### src/rtl/fifo_pkg.sv
// Shared types for the FIFO bus requester.
// FIFO_REQ_RETRY_EN compiles in the RETRY state and retry counter.
package fifo_pkg;

  localparam int FIFO_DEPTH = 8;

  localparam logic OP_WRITE = 1'b0;
  localparam logic OP_READ  = 1'b1;

  typedef enum logic [2:0] {
    ST_IDLE  = 3'd0,
    ST_ISSUE = 3'd1,
    ST_WAIT  = 3'd2,
`ifdef FIFO_REQ_RETRY_EN
    ST_RETRY = 3'd3,
`endif
    ST_DONE  = 3'd4
  } req_state_t;

  typedef enum logic [1:0] {
    RESP_OK    = 2'd0,
    RESP_ERR   = 2'd1,
    RESP_FAULT = 2'd2
  } resp_t;

endpackage

### src/rtl/fifo_requester_if.sv
// FIFO request/handshake bundle between the requester and the FIFO.
// The master side drives requests, the slave side answers them.
interface fifo_requester_if #(
  parameter int DATA_WIDTH = 32
);

  logic                  wr_en;
  logic                  rd_en;
  logic [DATA_WIDTH-1:0] din;
  logic [DATA_WIDTH-1:0] dout;
  logic                  full;
  logic                  empty;
  logic                  wr_ack;
  logic                  wr_err;
  logic                  rd_ack;
  logic                  rd_err;

  modport master (
    output wr_en, rd_en, din,
    input  dout, full, empty,
    input  wr_ack, wr_err, rd_ack, rd_err
  );

  modport slave (
    input  wr_en, rd_en, din,
    output dout, full, empty,
    output wr_ack, wr_err, rd_ack, rd_err
  );

endinterface

### src/rtl/fifo_resp_dec.sv
// Classifies the FIFO handshake for the current direction.
// Wrong-direction or missing/contradictory responses are faults.
module fifo_resp_dec
  import fifo_pkg::*;
(
  input  logic  op,
  input  logic  wr_ack,
  input  logic  wr_err,
  input  logic  rd_ack,
  input  logic  rd_err,
  output resp_t resp
);

  logic own_ack;
  logic own_err;
  logic other;

  always_comb begin
    own_ack = (op == OP_WRITE) ? wr_ack : rd_ack;
    own_err = (op == OP_WRITE) ? wr_err : rd_err;
    other   = (op == OP_WRITE) ? (rd_ack | rd_err)
                               : (wr_ack | wr_err);
    resp = RESP_FAULT;
    unique case (1'b1)
      (!other &&  own_ack && !own_err): resp = RESP_OK;
      (!other && !own_ack &&  own_err): resp = RESP_ERR;
      default:                          resp = RESP_FAULT;
    endcase
  end

endmodule

### src/rtl/fifo_requester.sv
// Burst master for the 8-deep FIFO: issues, confirms and reports words.
// FIFO_REQ_RETRY_EN enables per-word retry up to MAX_RETRY.
module fifo_requester
  import fifo_pkg::*;
#(
  parameter int DATA_WIDTH = 32
`ifdef FIFO_REQ_RETRY_EN
  ,
  parameter int MAX_RETRY  = 3
`endif
) (
  input  logic                  clk,
  input  logic                  reset_n,
  input  logic                  start,
  input  logic                  op,
  input  logic [3:0]            len,
  output logic                  busy,
  output logic                  done,
  output logic                  err,
  output logic [3:0]            xfer_cnt,
  input  logic [DATA_WIDTH-1:0] wr_data,
  output logic                  wr_data_req,
  output logic [DATA_WIDTH-1:0] rd_data,
  output logic                  rd_data_valid,
  fifo_requester_if.master      fifo
);

  req_state_t            state_q, state_d;
  logic                  op_q, op_d;
  logic [3:0]            len_q, len_d;
  logic [3:0]            xfer_d;
  logic [3:0]            xfer_inc;
  logic                  err_d;
  logic [DATA_WIDTH-1:0] rdat_d;
  logic                  rvld_d;
  resp_t                 resp;

`ifdef FIFO_REQ_RETRY_EN
  localparam int RW = (MAX_RETRY < 1) ? 1 : $clog2(MAX_RETRY + 1);
  logic [RW-1:0] retry_q, retry_d;
  logic          fifo_ready;
  assign fifo_ready = (op_q == OP_WRITE) ? !fifo.full : !fifo.empty;
`endif

  fifo_resp_dec u_dec (
    .op     (op_q),
    .wr_ack (fifo.wr_ack),
    .wr_err (fifo.wr_err),
    .rd_ack (fifo.rd_ack),
    .rd_err (fifo.rd_err),
    .resp   (resp)
  );

  assign xfer_inc = xfer_cnt + 4'd1;

  assign busy       = (state_q != ST_IDLE);
  assign done       = (state_q == ST_DONE);
  assign fifo.wr_en = (state_q == ST_ISSUE) && (op_q == OP_WRITE);
  assign fifo.rd_en = (state_q == ST_ISSUE) && (op_q == OP_READ);
  assign fifo.din   = fifo.wr_en ? wr_data : '0;

  always_comb begin
    state_d     = state_q;
    op_d        = op_q;
    len_d       = len_q;
    xfer_d      = xfer_cnt;
    err_d       = err;
    rdat_d      = rd_data;
    rvld_d      = 1'b0;
    wr_data_req = 1'b0;
`ifdef FIFO_REQ_RETRY_EN
    retry_d     = retry_q;
`endif
    unique case (state_q)
      ST_IDLE: begin
        if (start) begin
          op_d    = op;
          len_d   = len;
          xfer_d  = '0;
          err_d   = 1'b0;
`ifdef FIFO_REQ_RETRY_EN
          retry_d = '0;
`endif
          state_d = (len == 4'd0) ? ST_DONE : ST_ISSUE;
        end
      end
      ST_ISSUE: state_d = ST_WAIT;
      ST_WAIT: begin
        unique case (resp)
          RESP_OK: begin
            xfer_d = xfer_inc;
`ifdef FIFO_REQ_RETRY_EN
            retry_d = '0;
`endif
            if (op_q == OP_WRITE) begin
              wr_data_req = 1'b1;
            end else begin
              rdat_d = fifo.dout;
              rvld_d = 1'b1;
            end
            state_d = (xfer_inc == len_q) ? ST_DONE : ST_ISSUE;
          end
          RESP_ERR: begin
`ifdef FIFO_REQ_RETRY_EN
            state_d = ST_RETRY;
`else
            err_d   = 1'b1;
            state_d = ST_DONE;
`endif
          end
          default: begin
            err_d   = 1'b1;
            state_d = ST_DONE;
          end
        endcase
      end
`ifdef FIFO_REQ_RETRY_EN
      ST_RETRY: begin
        // Budget check comes first so an exhausted word never waits.
        if (retry_q == RW'(MAX_RETRY)) begin
          err_d   = 1'b1;
          state_d = ST_DONE;
        end else if (fifo_ready) begin
          retry_d = retry_q + 1'b1;
          state_d = ST_ISSUE;
        end
      end
`endif
      ST_DONE: state_d = ST_IDLE;
      default: state_d = ST_IDLE;
    endcase
  end

  always_ff @(posedge clk or negedge reset_n) begin
    if (!reset_n) begin
      state_q       <= ST_IDLE;
      op_q          <= OP_WRITE;
      len_q         <= '0;
      xfer_cnt      <= '0;
      err           <= 1'b0;
      rd_data       <= '0;
      rd_data_valid <= 1'b0;
    end else begin
      state_q       <= state_d;
      op_q          <= op_d;
      len_q         <= len_d;
      xfer_cnt      <= xfer_d;
      err           <= err_d;
      rd_data       <= rdat_d;
      rd_data_valid <= rvld_d;
    end
  end

`ifdef FIFO_REQ_RETRY_EN
  always_ff @(posedge clk or negedge reset_n) begin
    if (!reset_n) retry_q <= '0;
    else          retry_q <= retry_d;
  end
`endif

endmodule

### src/flat_wrapper.sv
// flat-port wrapper written by rule: the top's interface ports become plain ports
module fifo_requester_flat import fifo_pkg::*;
#(
  parameter int DATA_WIDTH = 32

)
  (clk, reset_n, start, op, len, busy, done, err, xfer_cnt, wr_data, wr_data_req, rd_data, rd_data_valid, fifo_wr_en, fifo_rd_en, fifo_din, fifo_dout, fifo_full, fifo_empty, fifo_wr_ack, fifo_wr_err, fifo_rd_ack, fifo_rd_err);
  fifo_requester_if #(.DATA_WIDTH(DATA_WIDTH)) fifo_i ();
  input  logic clk;
  input  logic reset_n;
  input  logic start;
  input  logic op;
  input  logic [3:0] len;
  output logic busy;
  output logic done;
  output logic err;
  output logic [3:0] xfer_cnt;
  input  logic [DATA_WIDTH-1:0] wr_data;
  output logic wr_data_req;
  output logic [DATA_WIDTH-1:0] rd_data;
  output logic rd_data_valid;
  output wire logic [$bits(fifo_i.wr_en)-1:0] fifo_wr_en;
  output wire logic [$bits(fifo_i.rd_en)-1:0] fifo_rd_en;
  output wire logic [$bits(fifo_i.din)-1:0] fifo_din;
  input wire logic [$bits(fifo_i.dout)-1:0] fifo_dout;
  input wire logic [$bits(fifo_i.full)-1:0] fifo_full;
  input wire logic [$bits(fifo_i.empty)-1:0] fifo_empty;
  input wire logic [$bits(fifo_i.wr_ack)-1:0] fifo_wr_ack;
  input wire logic [$bits(fifo_i.wr_err)-1:0] fifo_wr_err;
  input wire logic [$bits(fifo_i.rd_ack)-1:0] fifo_rd_ack;
  input wire logic [$bits(fifo_i.rd_err)-1:0] fifo_rd_err;
  assign fifo_wr_en = fifo_i.wr_en;
  assign fifo_rd_en = fifo_i.rd_en;
  assign fifo_din = fifo_i.din;
  assign fifo_i.dout = fifo_dout;
  assign fifo_i.full = fifo_full;
  assign fifo_i.empty = fifo_empty;
  assign fifo_i.wr_ack = fifo_wr_ack;
  assign fifo_i.wr_err = fifo_wr_err;
  assign fifo_i.rd_ack = fifo_rd_ack;
  assign fifo_i.rd_err = fifo_rd_err;
  fifo_requester #(.DATA_WIDTH(DATA_WIDTH)) u_core (.clk(clk), .reset_n(reset_n), .start(start), .op(op), .len(len), .busy(busy), .done(done), .err(err), .xfer_cnt(xfer_cnt), .wr_data(wr_data), .wr_data_req(wr_data_req), .rd_data(rd_data), .rd_data_valid(rd_data_valid), .fifo(fifo_i));
endmodule
### config.mk
export PLATFORM = sky130hd
export DESIGN_NAME = fifo_requester_flat
export DESIGN_NICKNAME = d
export VERILOG_FILES = /design/src/rtl/fifo_pkg.sv /design/src/rtl/fifo_requester_if.sv /design/src/rtl/fifo_resp_dec.sv /design/src/rtl/fifo_requester.sv /design/src/flat_wrapper.sv
export SDC_FILE = /design/constraint.sdc
export NUM_CORES = 1
export LEC_CHECK = 0
export ABC_CLOCK_PERIOD_IN_PS = 3000
export CAP_MARGIN = 20
export CORE_ASPECT_RATIO = 0.7
export CORE_MARGIN = 1
export CORE_UTILIZATION = 37
export DETAILED_ROUTE_END_ITERATION = 8
export PLACE_DENSITY_LB_ADDON = 0.3
export REMOVE_ABC_BUFFERS = 1
export SLEW_MARGIN = 15
export SYNTH_ARGS = -nofsm -noshare
export SYNTH_HDL_FRONTEND = slang
export SYNTH_SLANG_ARGS = --single-unit
### constraint.sdc
create_clock -name clk -period 3 [get_ports clk]
set_clock_uncertainty 0.2 [all_clocks]
set_input_delay 0.6 -clock clk [delete_from_list [all_inputs] [get_ports clk]]
set_output_delay 0.6 -clock clk [all_outputs]
set_load 0.005 [all_outputs]
==> flow_metrics.py, run 1 <==
metrics = {
    "worst_setup_path": {
        "slowest_delay_ns": 0.49,
        "critPathKind": "register to output pin",
        "setup.worst_path.start_class": "register",
        "worst-path-max-fanout": 34,
        "crit_chain": "clkinvlp_4, and3_1, clkdlybuf4s50_1",
        "cp.arrival_ns": 2.11,
        "slowest_stage": "dfrtp_1",
        "critPathBufInv": 2,
        "setup.worst_path.end_class": "output pin",
        "cp_top_family": "buffers and inverters",
        "worstPathRequired_ns": 2.20,
    },
    "global_route": {
        "grt_pass1_wl_microns": 9556,
        "grt_usage_pct": 20.74,
        "grt_pass1_vias": 1867,
        "antenna_found_initial": 0,
        "grt_overflow": 0,
        "grt_start_max_net_pins": 35,
    },
    "timing": {
        "fin_ws_ns": 0.09255,
        "rsz0062_at_grt": "false",
        "holdWs_ns": 0.09083,
        "finalHoldViolations": 0,
        "fin_crit_ns": 2.907,
        "maxSlewHeadroom_pct": 61.98,
        "finalSetupTns_ns": 0,
        "maxSlewViolCount": 0,
        "setup_viol": 0,
        "tightest_slew_ns": 0.5703,
        "fmaxAchievable_ghz": 0.3439,
        "fin_crit_sh_pct": 96.92,
    },
    "synth": {
        "synth_seq_area_share_pct": 53.74,
        "synth_edf_count": 0,
        "synth_area_sq_um": 2142,
        "synth_fa_ha_area_share_pct": 0.5841,
        "synth.mux.area_fraction_pct": 19.45,
        "synth_compound_area_share_pct": 3.855,
        "synth_top_cell_by_area": "dfrtp_1",
        "synth_top_family_by_area": "multiplexers",
        "async_flop_share_pct": 100.0,
        "synth_ff_type": "dfrtp_1",
        "yosys_warnings": 0,
        "synth_top_area_share_pct": 53.74,
        "ys_ff_latch": 46,
        "avgSynthCellArea_sq_um": 12.60,
        "synth_area_leaders": "dfrtp_1, mux2_2, and3_1, mux2_1, xnor2_1",
        "synthCells": 170,
        "synth_cell_types": 29,
        "synth_xor_area_share_pct": 2.862,
        "synthSimpleGateAreaFrac_pct": 15.77,
    },
    "floorplan": {
        "placementRows": 22,
        "io_pins": 153,
        "die_width_microns": 92.94,
        "dieArea_sq_um": 6102,
        "die_y_microns": 65.66,
        "coreArea_sq_um": 5395,
        "start_util_pct": 39.70,
    },
    "power_and_ir_drop": {
        "p_leak_nw": 1.740,
        "ir_drop_mv": 0.3655,
        "power_density_nw_per_um2": 687.7,
    },
    "final_layout": {
        "layout_common_cells": "clkdlybuf4s50_1, dfrtp_1, and3_1, mux2_2, clkbuf_8",
        "filler_cell_count": 415,
        "fin_nets": 400,
        "final_common_cell": "clkdlybuf4s50_1",
        "diodes": 0,
        "syn2layout_area_growth_pct": 78.45,
        "area.sequential_sq_um": 1151,
        "multi_input_area_sq_um": 910.9,
        "drive_gt1_share_pct": 16.15,
    },
    "clock_tree": {
        "cts_htree_levels": 2,
        "path_clk_slew_ns": 0.09,
        "cts_tree": "yes",
        "clock_latency_ns": 0.29,
        "cts_root_buffer": "clkbuf_8",
        "cts_made_buffers": 5,
        "cts.sink_count": 46,
        "cts_buffer_depth": 2,
    },
    "place": {
        "place_ws_ns": 0.1559,
        "place.detailed.hpwl_microns": 5095,
        "place_congestion": 0.8222,
        "numPortBuffers": 150,
    },
    "detailed_routing": {
        "routedWlPerCell_microns": 16.11,
        "ant_nets": 0,
        "wl_met2_microns": 3168,
        "wl_microns": 6346,
        "wl_met1_microns": 2847,
        "drc_errors": 0,
        "wl_met3_microns": 286,
        "drt_iter0_markers": 66,
        "highest_layer": "met4",
        "num_vias": 1877,
        "vias_per_cell": 4.764,
        "first_pass_iters": 4,
    },
    "run": {
        "drv_cap": 0,
    },
    "hold_path": {
        "hold_path.class": "primary input to asynchronous set/reset pin",
    },
    "outcome": {
        "status": "complete, no violations",
    },
}
-- synth_stat cells, types with 2 or more instances --
cell,number
mux2_1,5
nor3b_1,4
clkbuf_1,7
inv_1,4
mux2_2,32
nand2_1,2
xnor2_1,4
buf_6,3
xor2_1,3
nor2_1,5
nand3_1,4
o21ai_0,3
a41oi_1,2
dfrtp_1,46
and3_1,32
-- metrics by stage --
stage / cell area, sq um / power [mW] / util, % / cells
global placement: 3714 / 2.193 / 68.83 / 386
detailed placement: 3714 / 2.227 / 68.83 / 386
global route: 3822 / 2.794 / 70.85 / 394
finish: 3822 / 2.629 / 70.85 / 394
floorplan: 2077 / 1.434 / - / 159
CTS: 3819 / 2.647 / 70.78 / 394
-- cell type report --
cell class                 count  area share [%]
clock buffer                   7           2.520
clock inverter                 1          0.2291
tap                           72           2.357
inverter                       4          0.4910
sequential                    46           30.11
multi-input combinational    109           23.83
timing repair buffer         155           40.46
-- state kept, by name (all words and copies together), names as in the netlist --
register / count
u_core.rd_data_valid: 1
u_core.op_q: 1
u_core.xfer_cnt: 4
u_core.rd_data: 32
u_core.err: 1
u_core.state_q: 3
u_core.len_q: 4
-- power breakdown --
part | total [mW] | leakage [nW] | switching [mW] | internal [mW]
clock network | 0.412 | 0.0544 | 0.201 | 0.211
logic | 1.23 | 1.07 | 0.440 | 0.794
registers | 0.983 | 0.614 | 0.138 | 0.845
-- repair_timing --
item | 4_1_cts | 5_1_grt
hold buffers | 0 | 0
endpoints found under the setup margin | 0 | 32
resized for setup | 0 | 1
setup buffers | 0 | 0
-- cell families after synthesis --
kind of cell             after synthesis
AO/OA/AOI/OAI                         11
XOR/XNOR                               7
adder cells (fa/ha/maj)                1
buffers and inverters                 15
flip-flops                            46
multiplexers                          37
AND/OR/NAND/NOR                       53
-- path summary, 6_finish.rpt --
check	startpoint	endpoint	slack (ns)	cells after the start
max reg2reg	u_core.op_q	u_core.rd_data[29]	0.74	4
max	u_core.op_q	fifo_din[29]	0.09	3
min in group clk	u_core.rd_data[2]	u_core.rd_data[2]	0.29	1
min	reset_n	u_core.rd_data[27]	0.09	1
max in group asynchronous	reset_n	u_core.rd_data[14]	1.93	2
min reg2reg	u_core.rd_data[2]	u_core.rd_data[2]	0.29	1
-- per-layer routing --
layer  up-vias  track usage (%)
li1        911                -
met3         7            4.861
met4         0            3.846
met2        45            34.65
met1       914            27.84
met5         -                0
(Power assumes the default switching activity.)
==> run 2: changes to the inputs <==
ABC_CLOCK_PERIOD_IN_PS = 3200   (was 3000)
CORE_UTILIZATION = 35   (was 37)
CTS_CLUSTER_SIZE = 14   (was unset)
clock period = 3.2 ns   (was 3 ns; I/O delays follow)
==> flow_metrics.py, run 2 (same netlist as run 1, synthesis figures left out) <==
metrics = {
    "detailed_routing": {
        "first_pass_iters": 4,
        "drt_iter0_markers": 24,
        "vias_per_cell": 4.736,
        "ant_nets": 0,
        "drc_errors": 0,
        "num_vias": 1880,
        "routedWlPerCell_microns": 15.19,
        "wl_microns": 6031,
    },
    "floorplan": {
        "coreArea_sq_um": 5813,
        "start_util_pct": 36.85,
        "placementRows": 23,
        "io_pins": 153,
        "die_y_microns": 67.46,
        "die_width_microns": 95.51,
        "dieArea_sq_um": 6442,
    },
    "global_route": {
        "grt_pass1_wl_microns": 8845,
        "grt_busiest_layer": "met2",
        "use_met3_pct": 4.730,
        "antenna_found_initial": 0,
        "grt_start_max_net_pins": 35,
        "grt_usage_pct": 18.30,
        "grt_overflow": 0,
        "use_met1_pct": 24.49,
        "grt_pass1_vias": 1778,
        "grt_use_met2_pct": 30.36,
    },
    "power_and_ir_drop": {
        "p_leak_nw": 1.750,
        "ir_drop_mv": 0.3710,
        "power_density_nw_per_um2": 651.3,
    },
    "run": {
        "drv_cap": 0,
    },
    "timing": {
        "setup_viol": 0,
        "tightest_slew_ns": 0.7858,
        "fin_crit_ns": 3.041,
        "finalSetupTns_ns": 0,
        "maxSlewViolCount": 0,
        "maxSlewHeadroom_pct": 47.56,
        "rsz0062_at_grt": "false",
        "finalHoldViolations": 0,
        "fmaxAchievable_ghz": 0.3288,
        "fin_crit_sh_pct": 95.03,
    },
    "final_layout": {
        "largest_reg_flops": 32,
        "multi_input_area_sq_um": 910.9,
        "stdcell_count": 397,
        "diodes": 0,
        "largest_register": "u_core.rd_data",
        "final_common_cell": "clkdlybuf4s50_1",
        "layout_common_cells": "clkdlybuf4s50_1, dfrtp_1, and3_1, mux2_2",
        "area.sequential_sq_um": 1151,
        "syn2layout_area_growth_pct": 78.80,
        "reg_top3": "u_core.rd_data x32, u_core.len_q x4, u_core.xfer_cnt x4",
        "drive_gt1_share_pct": 15.84,
        "filler_cell_count": 478,
        "fin_nets": 400,
    },
    "place": {
        "place.detailed.hpwl_microns": 4712,
        "numPortBuffers": 150,
        "place_congestion": 0.8339,
        "placed_cells": 389,
    },
    "clock_tree": {
        "cts_htree_levels": 2,
        "cts_root_buffer": "clkbuf_8",
        "post-cts-setup-buffers": 0,
        "cts_tree": "yes",
        "clock_latency_ns": 0.29,
        "cts_resized": 0,
        "cts.sink_count": 46,
        "path_clk_slew_ns": 0.09,
        "hold_buffers": 0,
        "cts_made_buffers": 5,
        "cts_buffer_depth": 2,
    },
    "worst_setup_path": {
        "setup.worst_path.start_class": "register",
        "setup.worst_path.end_class": "output pin",
        "cp.arrival_ns": 2.20,
        "worstPathRequired_ns": 2.36,
        "slowest_stage": "clkdlybuf4s50_1",
        "crit_chain": "nor2_1, nand2_1, inv_1, buf_4, and3_1, clkdlybuf4s50_1",
        "slowest_delay_ns": 0.52,
        "worst-path-max-fanout": 19,
        "ff2ff_path_depth": 4,
        "critPathKind": "register to output pin",
    },
    "hold_path": {
        "hold_path.class": "primary input to asynchronous set/reset pin",
    },
    "outcome": {
        "status": "complete, no violations",
    },
}
## run 2: cell count changes in the layout (fill, tap and decap cells not counted)
cell	before	now
clkbuf_8	7	5
clkinv_2	0	1
inv_6	0	1
clkinvlp_4	1	0
bufinv_16	0	1
clkinv_4	1	0
inv_1	3	4
## run 2: path summary, 6_finish.rpt
check	from	end	slack, ns
setup / recovery	u_core.state_q[2]	fifo_din[11]	0.16
hold / removal	reset_n	u_core.rd_data[16]	0.16
setup reg to reg	u_core.op_q	u_core.rd_data[11]	1.10
hold reg to reg	u_core.rd_data[3]	u_core.rd_data[3]	0.30
max in group asynchronous	reset_n	u_core.len_q[3]	2.04
min in group clk	u_core.rd_data[3]	u_core.rd_data[3]	0.30
## run 2: power by group
| part | internal [mW] | switching, mW |
|---|---|---|
| combinational | 0.741 | 0.397 |
| sequential | 0.792 | 0.129 |
| clock | 0.234 | 0.201 |
| total | 1.77 | 0.727 |
## run 2: through the flow
| stage | power [mW] | cell area (sq um) | setup WS, ns | hold slack, ns | utilization (%) |
|---|---|---|---|---|---|
| after detailed placement | 2.082 | 3717 | 0.2580 | 0.2789 | 63.95 |
| after floorplan | 1.345 | 2077 | 0.6385 | 0.1444 | - |
| after global placement | 2.044 | 3717 | 0.2941 | 0.2682 | 63.95 |
| final | 2.495 | 3830 | 0.1590 | 0.1637 | 65.88 |
| after CTS | 2.530 | 3830 | 0.1493 | 0.1856 | 65.88 |
| after global routing | 2.653 | 3830 | 0.03900 | 0.2163 | 65.88 |
## run 2: layout make-up
cell class	instances	area share, %
Inverter	4	0.3920
Multi-Input combinational cell	109	23.78
Timing Repair Buffer	155	40.38
Sequential cell	46	30.06
Tap cell	75	2.450
Clock inverter	3	1.143
Clock buffer	5	1.797
## run 2: per-layer routing
| metal | wire length [microns] | part of all wire, % |
|---|---|---|
| met1 | 2707 | 45 |
| met2 | 3046 | 51 |
| met3 | 238 | 3.9 |
| met4 | 38 | 0.63 |
| met5 | 0 | 0 |
## run 2: worst max-delay path: cells and delay by family, from the launching register on
kind                   cells  cell delay [ns]
buffers and inverters      3             1.09
flip-flops                 1             0.43
AND/OR/NAND/NOR            3             0.39
